--- config.mk ---
export PLATFORM = sky130hd
export DESIGN_NAME = sprite_engine_flat
export DESIGN_NICKNAME = d
export VERILOG_FILES = /design/src/rtl/sprite_engine_pkg.sv /design/src/rtl/sprite_engine_if.sv /design/src/rtl/sprite_engine_unit.sv /design/src/rtl/sprite_engine.sv /design/src/flat_wrapper.sv
export SDC_FILE = /design/constraint.sdc
export NUM_CORES = 1
export LEC_CHECK = 0
export BUFFER_PORTS_ARGS = -buffer_cell sky130_fd_sc_hd__buf_2
export CORE_MARGIN = 8
export CORE_UTILIZATION = 65
export CTS_CLUSTER_SIZE = 20
export DETAILED_ROUTE_END_ITERATION = 8
export PLACE_DENSITY = 0.83
export SLEW_MARGIN = 20
export SYNTH_ARGS = -nofsm -noshare
export SYNTH_HDL_FRONTEND = slang
export SYNTH_SLANG_ARGS = --single-unit
--- constraint.sdc ---
create_clock -name pixelClock -period 7.1 [get_ports pixelClock]
set_input_delay 0.355 -clock pixelClock [delete_from_list [all_inputs] [get_ports pixelClock]]
set_output_delay 0.355 -clock pixelClock [all_outputs]
set_load 0.02 [all_outputs]
--- src/rtl/sprite_engine_pkg.sv ---
// Shared constants and types for the sprite renderer.
package sprite_pkg;

  // Per-sprite register offsets
  localparam logic [3:0] REG_X     = 4'd0;
  localparam logic [3:0] REG_Y     = 4'd1;
  localparam logic [3:0] REG_COLOR = 4'd2;
  localparam logic [3:0] REG_CTRL  = 4'd3;
  localparam logic [3:0] REG_BMAP0 = 4'd4;

  // CTRL register bit positions
  localparam int unsigned CTRL_EN    = 0;
  localparam int unsigned CTRL_FLIPX = 1;
  localparam int unsigned CTRL_FLIPY = 2;

  // Colour constants {R8,G8,B8}
  localparam logic [23:0] BLACK  = 24'h000000;
  localparam logic [23:0] WHITE  = 24'hFFFFFF;
  localparam logic [23:0] INDIGO = 24'h4B0082;

  // Colour and control attributes, shadowed and committed as one unit
  typedef struct packed {
    logic [23:0] color;
    logic        flip_y;
    logic        flip_x;
    logic        enable;
  } spr_attr_t;

endpackage

--- src/rtl/sprite_engine_if.sv ---
// Register write port shared by all sprite units.
interface sprite_engine_if #(
  parameter int unsigned SEL_W = 2
);
  logic             wrEn;
  logic [SEL_W-1:0] wrSel;
  logic [3:0]       wrReg;
  logic [31:0]      wrData;

  modport master (output wrEn, wrSel, wrReg, wrData);
  modport slave  (input  wrEn, wrSel, wrReg, wrData);
endinterface

--- src/rtl/sprite_engine_unit.sv ---
// One sprite: shadow/live registers, bitmap, stage-1 window test, stage-2 opacity.
module sprite_unit
  import sprite_pkg::*;
#(
  parameter int unsigned IDX    = 0,
  parameter int unsigned SPR_W  = 8,
  parameter int unsigned SPR_H  = 8,
  parameter int unsigned HPOS_W = 12,
  parameter int unsigned VPOS_W = 11,
  parameter int unsigned SEL_W  = 2
) (
  input  logic                     clk,
  input  logic                     rst_n,
  input  logic                     commit,
  input  logic signed [HPOS_W-1:0] h_pix,
  input  logic signed [VPOS_W-1:0] v_pix,
  input  logic                     wr_en,
  input  logic [SEL_W-1:0]         wr_sel,
  input  logic [3:0]               wr_reg,
  input  logic [31:0]              wr_data,
  output logic [23:0]              color,
  output logic                     opaque_c
);

  localparam int unsigned HX = HPOS_W + 1;
  localparam int unsigned VX = VPOS_W + 1;
  localparam int unsigned CW = (SPR_W > 1) ? $clog2(SPR_W) : 1;
  localparam int unsigned RW = (SPR_H > 1) ? $clog2(SPR_H) : 1;

  logic signed [HPOS_W-1:0] sh_x, lv_x;
  logic signed [VPOS_W-1:0] sh_y, lv_y;
  spr_attr_t                sh_attr, lv_attr;
  logic [SPR_W-1:0]         bmap [SPR_H];

  logic                 sel_c, is_bmap_c;
  logic [4:0]           row_off_c;
  logic signed [HX-1:0] col_c;
  logic signed [VX-1:0] row_c;
  logic                 hit_c;
  logic                 hit_q;
  logic [CW-1:0]        col_q, bit_idx_c;
  logic [RW-1:0]        row_q, eff_row_c;
  logic                 unused_bits;

  // Write decode; offsets past the last bitmap row fall through untouched
  always_comb begin
    sel_c     = wr_en && (wr_sel == SEL_W'(IDX));
    row_off_c = {1'b0, wr_reg} - {1'b0, REG_BMAP0};
    is_bmap_c = (wr_reg >= REG_BMAP0) && (row_off_c < 5'(SPR_H));
  end

  // Shadow registers take writes at any time
  always_ff @(posedge clk or negedge rst_n) begin
    if (!rst_n) begin
      sh_x    <= '0;
      sh_y    <= '0;
      sh_attr <= '0;
    end else if (sel_c) begin
      case (wr_reg)
        REG_X:     sh_x          <= wr_data[HPOS_W-1:0];
        REG_Y:     sh_y          <= wr_data[VPOS_W-1:0];
        REG_COLOR: sh_attr.color <= wr_data[23:0];
        REG_CTRL: begin
          sh_attr.enable <= wr_data[CTRL_EN];
          sh_attr.flip_x <= wr_data[CTRL_FLIPX];
          sh_attr.flip_y <= wr_data[CTRL_FLIPY];
        end
        default: ;
      endcase
    end
  end

  // Live registers follow the shadows only at the vSync commit
  always_ff @(posedge clk or negedge rst_n) begin
    if (!rst_n) begin
      lv_x    <= '0;
      lv_y    <= '0;
      lv_attr <= '0;
    end else if (commit) begin
      lv_x    <= sh_x;
      lv_y    <= sh_y;
      lv_attr <= sh_attr;
    end
  end

  // Bitmap rows are written straight through, no shadow
  always_ff @(posedge clk or negedge rst_n) begin
    if (!rst_n) begin
      for (int r = 0; r < int'(SPR_H); r++) bmap[r] <= '0;
    end else if (sel_c && is_bmap_c) begin
      bmap[row_off_c[RW-1:0]] <= wr_data[SPR_W-1:0];
    end
  end

  // Stage 1: offset into the sprite window at one extra bit so nothing wraps
  always_comb begin
    col_c = $signed({h_pix[HPOS_W-1], h_pix}) - $signed({lv_x[HPOS_W-1], lv_x});
    row_c = $signed({v_pix[VPOS_W-1], v_pix}) - $signed({lv_y[VPOS_W-1], lv_y});
    hit_c = lv_attr.enable &&
            !col_c[HX-1] && ($unsigned(col_c) < HX'(SPR_W)) &&
            !row_c[VX-1] && ($unsigned(row_c) < VX'(SPR_H));
  end

  // Stage-1 pipeline registers
  always_ff @(posedge clk or negedge rst_n) begin
    if (!rst_n) begin
      hit_q <= 1'b0;
      col_q <= '0;
      row_q <= '0;
    end else begin
      hit_q <= hit_c;
      col_q <= col_c[CW-1:0];
      row_q <= row_c[RW-1:0];
    end
  end

  // Stage 2: flip and bitmap lookup; MSB of a row is the leftmost pixel
  always_comb begin
    eff_row_c = lv_attr.flip_y ? (RW'(SPR_H - 1) - row_q) : row_q;
    bit_idx_c = lv_attr.flip_x ? col_q : (CW'(SPR_W - 1) - col_q);
    opaque_c  = hit_q && bmap[eff_row_c][bit_idx_c];
  end

  assign color       = lv_attr.color;
  assign unused_bits = ^{wr_data, col_c, row_c};

endmodule

--- src/rtl/sprite_engine.sv ---
// Multi-sprite renderer: priority mux, collision accumulator, vSync commit, active delay.
module sprite_engine
  import sprite_pkg::*;
#(
  parameter int unsigned NUM_SPRITES = 4,
  parameter int unsigned SPR_W       = 8,
  parameter int unsigned SPR_H       = 8,
  parameter int unsigned HPOS_W      = 12,
  parameter int unsigned VPOS_W      = 11,
  parameter int unsigned SEL_W       = 2
) (
  input  logic                     pixelClock,
  input  logic                     resetN,
  input  logic signed [HPOS_W-1:0] horizontalPix,
  input  logic signed [VPOS_W-1:0] verticalPix,
  input  logic                     inActiveDisplay,
  input  logic                     vSync,
  input  logic [23:0]              bgColor,
  sprite_engine_if.slave           wr,
  output logic [23:0]              pixelOut,
  output logic                     activeOut,
  output logic [NUM_SPRITES-1:0]   collision
);

  logic                   vsync_q;
  logic                   commit_c;
  logic                   active_d1;
  logic [NUM_SPRITES-1:0] opaque_c;
  logic [23:0]            spr_color [NUM_SPRITES];
  logic [23:0]            pix_c;
  logic                   coll_now_c;
  logic [NUM_SPRITES-1:0] acc;

  assign commit_c = vSync && !vsync_q;

  // Sprite units
  for (genvar gi = 0; gi < int'(NUM_SPRITES); gi++) begin : g_spr
    sprite_unit #(
      .IDX    (gi),
      .SPR_W  (SPR_W),
      .SPR_H  (SPR_H),
      .HPOS_W (HPOS_W),
      .VPOS_W (VPOS_W),
      .SEL_W  (SEL_W)
    ) u_spr (
      .clk      (pixelClock),
      .rst_n    (resetN),
      .commit   (commit_c),
      .h_pix    (horizontalPix),
      .v_pix    (verticalPix),
      .wr_en    (wr.wrEn),
      .wr_sel   (wr.wrSel),
      .wr_reg   (wr.wrReg),
      .wr_data  (wr.wrData),
      .color    (spr_color[gi]),
      .opaque_c (opaque_c[gi])
    );
  end

  // vSync edge history and first active-flag delay
  always_ff @(posedge pixelClock or negedge resetN) begin
    if (!resetN) begin
      vsync_q   <= 1'b0;
      active_d1 <= 1'b0;
    end else begin
      vsync_q   <= vSync;
      active_d1 <= inActiveDisplay;
    end
  end

  // Lowest index wins; two or more opaque sprites on an active pixel is a collision
  always_comb begin
    pix_c = bgColor;
    for (int i = int'(NUM_SPRITES) - 1; i >= 0; i--) begin
      if (opaque_c[i]) pix_c = spr_color[i];
    end
    coll_now_c = active_d1 && ($countones(opaque_c) > 1);
  end

  // Registered pixel, blanked outside active video
  always_ff @(posedge pixelClock or negedge resetN) begin
    if (!resetN) begin
      pixelOut  <= BLACK;
      activeOut <= 1'b0;
    end else begin
      pixelOut  <= active_d1 ? pix_c : BLACK;
      activeOut <= active_d1;
    end
  end

  // Frame collision accumulator; a hit on the commit cycle seeds the new frame
  always_ff @(posedge pixelClock or negedge resetN) begin
    if (!resetN) begin
      acc       <= '0;
      collision <= '0;
    end else if (commit_c) begin
      collision <= acc;
      acc       <= coll_now_c ? opaque_c : '0;
    end else if (coll_now_c) begin
      acc <= acc | opaque_c;
    end
  end

endmodule

--- src/flat_wrapper.sv ---
// flat-port wrapper written by rule: the top's interface ports become plain ports
module sprite_engine_flat import sprite_pkg::*;
#(
  parameter int unsigned NUM_SPRITES = 4,
  parameter int unsigned SPR_W       = 8,
  parameter int unsigned SPR_H       = 8,
  parameter int unsigned HPOS_W      = 12,
  parameter int unsigned VPOS_W      = 11,
  parameter int unsigned SEL_W       = 2
)
  (pixelClock, resetN, horizontalPix, verticalPix, inActiveDisplay, vSync, bgColor, pixelOut, activeOut, collision, wr_wrEn, wr_wrSel, wr_wrReg, wr_wrData);
  sprite_engine_if #(.SEL_W(SEL_W)) wr_i ();
  input  logic pixelClock;
  input  logic resetN;
  input  logic signed [HPOS_W-1:0] horizontalPix;
  input  logic signed [VPOS_W-1:0] verticalPix;
  input  logic inActiveDisplay;
  input  logic vSync;
  input  logic [23:0] bgColor;
  output logic [23:0] pixelOut;
  output logic activeOut;
  output logic [NUM_SPRITES-1:0] collision;
  input wire logic [$bits(wr_i.wrEn)-1:0] wr_wrEn;
  input wire logic [$bits(wr_i.wrSel)-1:0] wr_wrSel;
  input wire logic [$bits(wr_i.wrReg)-1:0] wr_wrReg;
  input wire logic [$bits(wr_i.wrData)-1:0] wr_wrData;
  assign wr_i.wrEn = wr_wrEn;
  assign wr_i.wrSel = wr_wrSel;
  assign wr_i.wrReg = wr_wrReg;
  assign wr_i.wrData = wr_wrData;
  sprite_engine #(.NUM_SPRITES(NUM_SPRITES), .SPR_W(SPR_W), .SPR_H(SPR_H), .HPOS_W(HPOS_W), .VPOS_W(VPOS_W), .SEL_W(SEL_W)) u_core (.pixelClock(pixelClock), .resetN(resetN), .horizontalPix(horizontalPix), .verticalPix(verticalPix), .inActiveDisplay(inActiveDisplay), .vSync(vSync), .bgColor(bgColor), .wr(wr_i), .pixelOut(pixelOut), .activeOut(activeOut), .collision(collision));
endmodule
==> run metrics <==
Worst-Margin Slew=1.22 ns; Primary FF master, synth=dfrtp_1; Yosys cell types=77; nets=3516; Post-Route WL=95400 µm; total grt overflow=0; later-pin clock latency in the skew report=0.62 ns; core area=0.0562 mm²; reg-to-reg slack, setup=1.68 ns; Final Cycle Share=76.3%; commonest non-fill, non-tap cell in the layout=dfrtp_1; Sum Neg Setup Slack=0 ns; Post-synth EDFFs=0; Synthesis Warnings=0; Root Driver=clkbuf_16; r2r worst-path depth=10; Pint=8.20 mW; number of global-route vias before repair=28500; Via Count=27100; GRT Total Usage=29.8%; RSZ-0062 raised after global routing=no; Crit path max-delay family=simple AND/OR/NAND/NOR gates; most frequent CP cell=o21ai_0; syn nets=3486; Die Span Y=254 µm; WP data required=7.59 ns; synthesized area per cell=11.2 µm²; post-route ant nets=0; slowest stage delay, CP=0.97 ns; PD cells=293 mW/mm²; clock slew at reported path FFs=0.06 ns; crit path capture type=flip-flop; mapped cell area=0.0367 mm²; sequential fraction of design power=44.7%; post-route minimum period=5.42 ns; worst hold path cell count=2; CP max-delay cell=nand2_1; Buffers on Ports=110; post-synthesis sequential area ratio=49.0%; max-cap viol count=0; Synth Register Bits=719; initial core utilization=65.4%; Max VDD drop=198 µV; worst path bufs/invs=1; TritonRoute pass-1 iters=6; largest net degree at the start of global routing=240; DR vias/cell=6.54; Die Wd=254 µm; reg2reg start=u_core.g_spr[0].u_spr.lv_attr[2]$_DFFE_PN0P_; proportion of layout cells with a drive suffix above 1=25.8%; Min Hold Slack=0.0271 ns; Post-route DRC=0; Async SR Flop Fraction=100%; GP Congestion=0.930; CP Launch Type=flip-flop; area delta synth->final=9.83%; drt initial violations=2690; clk sink count=719; Pwr Total=11.8 mW; Cells after Synth=3292; Net Sw Power=3.61 mW; first-pass GRT wire length=152000 µm; clock skew=0.0280 ns; f_max=185 MHz; CTS tree=done; fin. max-slew vios=0; status=finished, final reports clean; hpwl dp=58900 µm; I/O pin count=119; Worst EP arrival=5.90 ns; Clock Power Share=32.8%; worst path cell trace=buf_4 > xor2_1 > mux4_2 > nor2b_1 > a2111oi_0 > o21ai_0 > nand3_1 > nand2_1 > o21ai_0 > a211oi_1; Die ar.=0.0644 mm²; deepest clock path buffer count=3; LEAKAGE=18.7 nW; placed inst area=0.0377 mm²; Max-slew headroom=18.5%; Sw Share=30.6%; critical path class=reg2reg; crit path max fanout=24; CTS H-tree lvls=3; final std cells w/o fill=4140; most frequent cells in the layout=dfrtp_1, nand2_1, mux2_2; hold path endpoint=u_core.g_spr[3].u_spr.sh_attr[26]$_DFFE_PN0P_; Fill cells=3720; post-CTS resize count=0; Rows=87; initial antenna violation count=3; CTS Buf Count=75; Wirelength per Cell=23.0 µm; Comb pwr share=22.5%; final setup vio count=0; Placed Cells=3989; final hold vios=0; reg2reg end=u_core.pixelOut[21]$_DFF_PN0_; hold path startpoint=wr_wrData[23]; worst min-delay path category=in2reg; post-layout instance area=0.0403 mm²
==> timing repair <==
| item | CTS | global route |
|---|---|---|
| hold buffers | 10 | 0 |
| buffers inserted | 0 | 0 |
| endpoints found under the hold margin | 102 | 0 |
==> synthesized netlist by cell type, types with 8 or more instances <==
| cell | instances | area (µm²) |
|---|---|---|
| mux2i_1 | 38 | 380 |
| buf_2 | 28 | 140 |
| nor3b_1 | 22 | 165 |
| o211ai_1 | 13 | 97.6 |
| nand2b_1 | 27 | 169 |
| or3_1 | 18 | 113 |
| clkbuf_1 | 136 | 510 |
| xor2_1 | 26 | 228 |
| nor3_1 | 28 | 140 |
| a21boi_0 | 18 | 135 |
| inv_1 | 220 | 826 |
| mux4_2 | 99 | 2230 |
| o22ai_1 | 55 | 344 |
| o2bb2ai_1 | 22 | 193 |
| dfrtp_1 | 719 | 18000 |
| nor2b_1 | 36 | 225 |
| xnor2_1 | 14 | 123 |
| buf_1 | 26 | 97.6 |
| nand2_1 | 478 | 1790 |
| o32ai_1 | 8 | 70.1 |
| a211oi_1 | 32 | 240 |
| o221ai_1 | 8 | 70.1 |
| a2111oi_0 | 12 | 105 |
| mux2_2 | 477 | 5370 |
| nand4_1 | 8 | 50.1 |
| a21oi_1 | 58 | 290 |
| and2_1 | 9 | 56.3 |
| a31oi_1 | 10 | 62.6 |
| nand3b_1 | 9 | 67.6 |
| fa_1 | 9 | 180 |
| o21a_1 | 15 | 113 |
| nor2_1 | 102 | 383 |
| ha_1 | 95 | 1190 |
| a21o_1 | 13 | 97.6 |
| nand3_1 | 27 | 135 |
| a32oi_1 | 23 | 201 |
| o21ai_0 | 243 | 1220 |
==> layer usage <==
layer | part of all wire, % | GRT usage, % | up-vias | wire (µm)
met5 | 0.014 | 0 | - | 13
li1 | - | - | 11700 | -
met1 | 39 | 38.0 | 13700 | 37100
met3 | 7.8 | 5.18 | 332 | 7470
met2 | 49 | 49.1 | 1300 | 46300
met4 | 4.7 | 15.0 | 2 | 4490
==> flip-flops by register name, indices dropped and copies added (netlist names), 4 cells and up <==
signal and cells:
u_core.g_spr.u_spr.color 96, u_core.g_spr.u_spr.sh_y 44, u_core.pixelOut 24, u_core.g_spr.u_spr.lv_attr 12, u_core.collision 4, u_core.g_spr.u_spr.row_q 12
u_core.g_spr.u_spr.sh_x 48, u_core.g_spr.u_spr.lv_x 48, u_core.g_spr.u_spr.bmap 256, u_core.g_spr.u_spr.lv_y 44, u_core.g_spr.u_spr.col_q 12, u_core.g_spr.u_spr.sh_attr 108
u_core.acc 4, u_core.g_spr.u_spr.hit_q 4
==> how the worst max path moves through the flow <==
stage                                                       startpoint                             to  slack, ns  depth (start not counted)
after floorplan               u_core.g_spr[0].u_spr.row_q[1]$_DFF_PN0_      u_core.acc[1]$_DFFE_PN0P_       3.12                         16
after global placement    u_core.g_spr[0].u_spr.lv_attr[2]$_DFFE_PN0P_  u_core.pixelOut[22]$_DFF_PN0_       2.09                         10
after detailed placement  u_core.g_spr[0].u_spr.lv_attr[2]$_DFFE_PN0P_  u_core.pixelOut[22]$_DFF_PN0_       1.85                         10
after CTS                 u_core.g_spr[0].u_spr.lv_attr[2]$_DFFE_PN0P_  u_core.pixelOut[22]$_DFF_PN0_       1.76                         10
after global routing      u_core.g_spr[0].u_spr.lv_attr[2]$_DFFE_PN0P_  u_core.pixelOut[21]$_DFF_PN0_       1.40                         10
final                     u_core.g_spr[0].u_spr.lv_attr[2]$_DFFE_PN0P_  u_core.pixelOut[21]$_DFF_PN0_       1.68                         10
==> logic make-up (layout without fill, tap and decap cells) <==
logic type,count (synthesis),after routing,synth area share [%]
buffers and inverters,419,505,4.45
AND/OR/NAND/NOR,806,806,9.85
multiplexers,614,614,21.7
other,0,6,0
XOR/XNOR,40,40,0.954
adder cells (fa/ha/maj),104,104,3.73
AO/OA/AOI/OAI,590,590,10.3
flip-flops,719,719,49.0
==> cell type report <==
cell class	count	area [µm²]	area share [%]
flip-flops and latches	719	18000	44.6
inverters	222	833	2.07
clock buffers	108	2220	5.51
repair buffers	150	978	2.42
clock inverters	25	201	0.499
multi-input cells	2154	17200	42.5
well taps	756	946	2.34
diodes	6	15.0	0.0372
==> metrics by stage <==
stage               worst slack [ns]  utilization [%]
floorplan                       3.12                -
global placement                2.09             67.2
detailed placement              1.85             67.2
CTS                             1.76             71.7
global route                    1.40             71.8
finish                          1.68             71.8
==> power by group through the flow <==
stage          logic (mW)  clock network, mW  registers (mW)
6_report             2.66               3.87            5.28
5_1_grt              2.90               4.06            5.35
4_1_cts              2.63               3.91            5.26
3_5_place_dp         2.58                  0            5.32
3_3_place_gp         2.46                  0            5.25
2_1_floorplan        2.11                  0            5.03
No activity file was read; power rests on OpenSTA's default activity.
